## src/rtl/score_bcd_to_binary.sv

```systemverilog
// Sequential blanked-BCD to binary decoder: eight digits, MSD first, one per clock.
// Leading blanks (4'hA) are skipped. Embedded blanks, a blank D0 and codes B-F set err_out.
module score_bcd_to_binary (
    input  logic        clk_in,
    input  logic        rst_n_in,
    input  logic        start,
    input  logic [31:0] bcd_in,
    output logic [26:0] bin_out,
    output logic        valid_out,
    output logic        err_out,
    output logic        busy
);

    localparam logic [1:0] ST_IDLE    = 2'd0;
    localparam logic [1:0] ST_CONVERT = 2'd1;
    localparam logic [1:0] ST_DONE    = 2'd2;

    localparam logic [3:0] BLANK = 4'hA;

    logic [1:0]  state_q, state_d;
    logic [31:0] shift_q, shift_d;
    logic [26:0] acc_q, acc_d;
    logic [2:0]  cnt_q, cnt_d;
    logic        seen_q, seen_d;
    logic        error_q, error_d;
    logic [26:0] bin_q, bin_d;
    logic        valid_q, valid_d;
    logic        err_q, err_d;
    logic        busy_q, busy_d;

    logic [3:0]  digit;
    logic [26:0] acc_x10;

    assign digit   = shift_q[31:28];
    // acc*10 as (acc<<3)+(acc<<1); legal input never exceeds 27 bits
    assign acc_x10 = {acc_q[23:0], 3'b000} + {acc_q[25:0], 1'b0};

    always_comb begin
        state_d = state_q;
        shift_d = shift_q;
        acc_d   = acc_q;
        cnt_d   = cnt_q;
        seen_d  = seen_q;
        error_d = error_q;
        bin_d   = bin_q;
        valid_d = 1'b0;
        err_d   = err_q;
        busy_d  = busy_q;

        case (state_q)
            ST_IDLE: begin
                if (start) begin
                    shift_d = bcd_in;
                    acc_d   = '0;
                    error_d = 1'b0;
                    cnt_d   = 3'd7;
                    seen_d  = 1'b0;
                    busy_d  = 1'b1;
                    state_d = ST_CONVERT;
                end
            end
            ST_CONVERT: begin
                shift_d = {shift_q[27:0], 4'h0};
                cnt_d   = cnt_q - 3'd1;
                if (digit <= 4'd9) begin
                    acc_d  = acc_x10 + {23'd0, digit};
                    seen_d = 1'b1;
                end else if (digit == BLANK && !seen_q && cnt_q != 3'd0) begin
                    acc_d = acc_q;
                end else begin
                    error_d = 1'b1;
                end
                if (cnt_q == 3'd0) begin
                    state_d = ST_DONE;
                end
            end
            ST_DONE: begin
                bin_d   = error_q ? '0 : acc_q;
                err_d   = error_q;
                valid_d = 1'b1;
                busy_d  = 1'b0;
                state_d = ST_IDLE;
            end
            default: begin
                state_d = ST_IDLE;
            end
        endcase
    end

    always_ff @(posedge clk_in or negedge rst_n_in) begin
        if (!rst_n_in) begin
            state_q <= ST_IDLE;
            shift_q <= '0;
            acc_q   <= '0;
            cnt_q   <= '0;
            seen_q  <= 1'b0;
            error_q <= 1'b0;
            bin_q   <= '0;
            valid_q <= 1'b0;
            err_q   <= 1'b0;
            busy_q  <= 1'b0;
        end else begin
            state_q <= state_d;
            shift_q <= shift_d;
            acc_q   <= acc_d;
            cnt_q   <= cnt_d;
            seen_q  <= seen_d;
            error_q <= error_d;
            bin_q   <= bin_d;
            valid_q <= valid_d;
            err_q   <= err_d;
            busy_q  <= busy_d;
        end
    end

    assign bin_out   = bin_q;
    assign valid_out = valid_q;
    assign err_out   = err_q;
    assign busy      = busy_q;

endmodule

```

## config.mk

```make
export PLATFORM = sky130hd
export DESIGN_NAME = score_bcd_to_binary
export DESIGN_NICKNAME = d
export VERILOG_FILES = /design/src/rtl/score_bcd_to_binary.sv
export SDC_FILE = /design/constraint.sdc
export NUM_CORES = 1
export LEC_CHECK = 0
export CAP_MARGIN = 20
export CORE_AREA = 2 2 108 110
export DETAILED_ROUTE_END_ITERATION = 7
export DIE_AREA = 0 0 110 112
export GPL_TIMING_DRIVEN = 0
export PLACE_DENSITY_LB_ADDON = 0.1
export SYNTH_ARGS = -nofsm -noshare
export SYNTH_HDL_FRONTEND = slang
export SYNTH_SLANG_ARGS = --single-unit
```

## constraint.sdc

```tcl
create_clock -name clk_in -period 2.65 [get_ports clk_in]
set_input_delay 0.53 -clock clk_in [delete_from_list [all_inputs] [get_ports clk_in]]
set_output_delay 0.53 -clock clk_in [all_outputs]
set_load 0.01 [all_outputs]
```

# == Word level (Yosys, flattened, before mapping) ==
# Cells that the tools add are included.
# totals
register_bits,96
latchBits,0
ramBits,0
mem_bits_ro,0
word_cells,55
n_memories,0
# op_classes
addsub,3
multipliers,0
n_div,0
order_cmp,1
eq_ne,8
n_shift,0
mux,20
n_bitwise,0
n_reduce_logical,13
# op_table
operator,n
27-bit 2-to-1 mux,3
32-bit case mux with 2 select lines,1
27-bit case mux with 2 select lines,1
32-bit 2-to-1 mux,1
27-bit adder,1
27-bit by 4-bit adder with 27-bit output,1
2-bit != test (second input constant),5
1-bit 2-to-1 mux,6
1-bit case mux with 2 select lines,3
3-bit case mux with 2 select lines,1
2-bit AND reduction,3
4-bit == test (second input constant),1
4-bit <= comparator (second input constant),1
2-bit 2-to-1 mux,2
2-bit case mux with 2 select lines,1
4-bit AND reduction,1
2-bit nonzero test,2
3-bit logical NOT,1
3-bit 2-to-1 mux,1
3-bit AND reduction,1
3-bit nonzero test,1
3-bit by 1-bit subtractor with 3-bit output (second input constant),1
2-bit by 1-bit == test with 1-bit output (second input constant),1
2-bit == test (second input constant),1
3 further kinds,4

# == Logic depth before layout (Yosys ltp) ==
# depth
word_depth,6
depth_mapped,11
ltp_nobuf,11

# == Least setup slack after synthesis ==
# Ideal clock, no wire load.
# synth_timing
path_type,register to register
startpoint,reg shift_q[31]
endpoint,reg acc_q[25]
t_arrival_ns,2.757
required_time_ns,2.528
slack_ns,-0.229
path_stages_with_launch,12
cell_sequence,dfrtp_1 -> inv_1 -> fa_1 -> inv_1 -> ha_1 -> a211oi_1 -> o21bai_2 -> o2111a_1 -> o211ai_2 -> a211oi_1 -> or3_1 -> a32o_1
# synth_between
elab_chain_cells,3
# synth_lines
item,line_no,rtl
start: declaration,21,"logic [31:0] shift_q, shift_d;"
start signal: assignment,104,shift_q <= shift_d;
27-bit by 4-bit adder with 27-bit output / 4-bit <= comparator (equally long branches),"66, 65",
27-bit 2-to-1 mux / 2-bit != test (equally long branches),n/a,
27-bit case mux with 2 select lines / 3-bit AND reduction (equally long branches),n/a,
end signal: assignment,94,acc_q <= '0;
end signal: assignment,105,acc_q <= acc_d;
end: declaration,22,"logic [26:0] acc_q, acc_d;"
# Parallel ways exist; a longest one is shown, timed or not. The select of a mux whose other input is x is not followed.
# A chain may end at the register's enable or synchronous reset.

# == Worst setup path in the final report ==
# Ends and elaborated chain as after synthesis.

==> flow_summary.toml <==
[status]
status = "complete, but fails checks"
violations = "setup timing"

[worst_setup_path]
path_depth = 11
critical_path_required_ns = 2.89
worstSetupStartpoint = "shift_q[31]"
cp_cell_sequence = "inv_2, fa_1, inv_2, ha_4, a211oi_2, o21bai_2, o2111a_2, o211ai_2, a211oi_2, or3_1, a32o_1"
max_stage_delay_ns = 0.58
path_delay_family = "compound AO/OA/AOI/OAI gates"
crit_fanout = 4
rr_worst_depth = 11
worstReg2RegStart = "shift_q[31]"
start_kind = "register"
reg2reg_slack_ns = -0.21
timing.rr.end = "acc_q[25]"
end_kind = "register"
crit_type = "reg2reg"
worst-path-buf-inv = 2
crit_path_end = "acc_q[25]"
cp.arrival_ns = 3.10
crit_path_top_delay_cell = "fa_1"

[grt]
antenna_found_initial = 0
first_global_vias = 4781
grt_overflow = 0
grt_first_pass_wirelength_microns = 22400
grt_max_degree = 67
grt.total_usage_pct = 23.3

[power]
p_per_area_mw_per_mm2 = 1400
vdd_ir_drop_max_uv = 668
leakage_nw = 3.14

[finish]
num_antenna_cells = 0
area_delta_synth_final_pct = 25.0
num-fill-cells = 1003
nets = 796
layout-drive-gt1-share_pct = 9.54
stdcell_count = 856

[logic_synthesis]
synthArstFlopShare_pct = 100
syn_inst = 619
synthFlopType = "dfrtp_1"
yosysTopAreaCell = "dfrtp_1"
ys_top_cells_by_area = "dfrtp_1 43%, ha_1 11%, nand2_1 7.5%"
syn_area_sq_mm = 0.00557
synth_edf_count = 0
synth.top_cell.area_share_pct = 43.1
ys_ff_latch = 96
yosys_warnings = 0
yosysSeqAreaShare_pct = 43.1
synth.distinct_cells = 52
syn-num-nets = 706
avgSynthCellArea_sq_um = 9.00

[die]
die_x_microns = 110
die-area_sq_mm = 0.0123
initial_core_util_pct = 49.8
rows = 39
die_h_microns = 112
placeableCoreArea_sq_mm = 0.0112
ios = 65

[clocking]
clkTransAtPathRegs_ns = 0.07
cts_tree = "yes"
clock_sinks = 96
cts_buffer_depth = 2
clock_latency_ns = 0.35
cts-root-buf = "clkbuf_16"
htree_levels = 3
cts_buffers = 9

[flow_run]
maxCapViolations = 0

[worst_hold_path]
hp-class = "in2async"

[timing]
final_hold_viol_count = 0
worst_slew_pin_slew_ns = 0.635
rsz0062_at_grt = "true"
fin_skew_ns = 0.00813
slew_violations = 0
setup_viol = 8
fin_tns_setup_ns = -0.857
finalWorstSetupSlack_ns = -0.209
max_freq_mhz = 350
min_period_ns = 2.86
post-route-period-util_pct = 108
maxSlewHeadroom_pct = 57.6

[route]
antenna_left = 0
vias_per_cell = 5.59
vias = 4784
wl_per_cell_microns = 15.8
drc = 0
routed_wl_microns = 13500
drt-initial-drc-count = 228
dr.pass1.iters = 4

[place]
gp_routability_congestion = 0.943
port_buffers = 64
dp_slack_ns = -0.370
dp_hpwl_microns = 9860
dpl.cell_count = 827
metrics by stage:
stage                     hold slack, ns  total power (W)  cell area [sq um]  util (%)
after global routing               0.146           0.0106               6960      62.3
after floorplan                    0.234          0.00634               5590         -
after CTS                          0.122          0.00946               6880      61.6
after detailed placement           0.466          0.00780               6440      57.6
after global placement             0.460          0.00763               6410      57.4
final                              0.113          0.00974               6960      62.3
worst register-to-register path: stages, from the launching register on:
cell and delay [ns]:
dfrtp_1 0.37, inv_2 0.05, fa_1 0.58, inv_2 0.06, ha_4 0.22, a211oi_2 0.22
o21bai_2 0.11, o2111a_2 0.29, o211ai_2 0.22, a211oi_2 0.11, or3_1 0.32, a32o_1 0.22
power by group:
| group | switching, W | leakage (nW) | internal (W) |
|---|---|---|---|
| registers | 0.000458 | 1.21 | 0.00209 |
| logic | 0.00334 | 1.79 | 0.00255 |
| clock network | 0.000547 | 0.139 | 0.000751 |
| total | 0.00435 | 3.14 | 0.00539 |
layout by cell type (no fill, tap or decap), types with 16 or more instances in the layout:
cell / instances
nor2_1: 43
o21ai_0: 48
buf_4: 16
nand3_1: 24
a31oi_1: 35
clkbuf_1: 31
clkdlybuf4s50_1: 63
ha_1: 46
nand2b_1: 29
dfrtp_1: 96
nand2_1: 112
worst min path at each step:
stage / end
after floorplan: acc_q[0]
after global placement: bin_out[9]
after detailed placement: seen_q
after CTS: bin_out[8]
after global routing: bin_out[8]
final: bin_out[8]
per-layer routing:
layer,vias to the layer above,share of wire [%],global-route usage [%]
met5,-,0,0
met4,0,2.2,9.45
met3,22,2.8,3.40
met2,93,50,39.6
met1,2307,45,29.4
li1,2362,-,-
synth_stat cells (2+ instances only):
master	n
a211oi_1	5
and2_1	5
a21o_1	14
buf_1	2
xnor2_1	13
nor3_1	3
clkbuf_1	32
inv_1	14
nor2_1	43
xor2_1	7
fa_1	2
nand2b_1	29
nand4_1	4
o21bai_2	2
o31ai_1	7
dfrtp_1	96
o211ai_1	2
nand2_1	112
o21bai_1	2
nor2b_1	3
a22o_1	4
ha_1	50
a21oi_1	15
a2111oi_0	2
a31oi_1	36
nand3_1	24
or3_1	4
and3_1	2
o21ai_0	61
or4_1	2
repair_timing:
item	CTS	global route
hold buffers	0	0
gates cloned	0	0
setup endpoints to repair	14	16
gates resized for setup	17	23
buffers inserted	12	4
pin swaps	18	9
flip-flops by register name, summed over array words and instances (netlist names):
name       count
shift_q       32
acc_q         27
bin_out       27
cnt_q          3
state_q        2
busy           1
err_out        1
error_q        1
seen_q         1
valid_out      1
cell type report:
type	instances	area (sq um)	area share, %
timing repair buffer	81	790	11.3
tap	143	179	2.57
multi-input combinational	475	3130	44.9
sequential	96	2400	34.5
clock inverter	3	42.5	0.611
inverter	14	52.6	0.755
buffer	32	121	1.74
clock buffer	12	246	3.54
cells by family (layout without fill, tap and decap cells):
logic type / Yosys count / count (layout) / synth area share, %
flops: 96 / 96 / 43.1
simple gates: 236 / 236 / 19.0
fa+ha+maj: 52 / 52 / 12.0
buf+inv: 48 / 142 / 3.24
xor+xnor: 20 / 20 / 3.15
compound gates: 164 / 164 / 18.9
mux: 3 / 3 / 0.584
(Power assumes the default switching activity.)
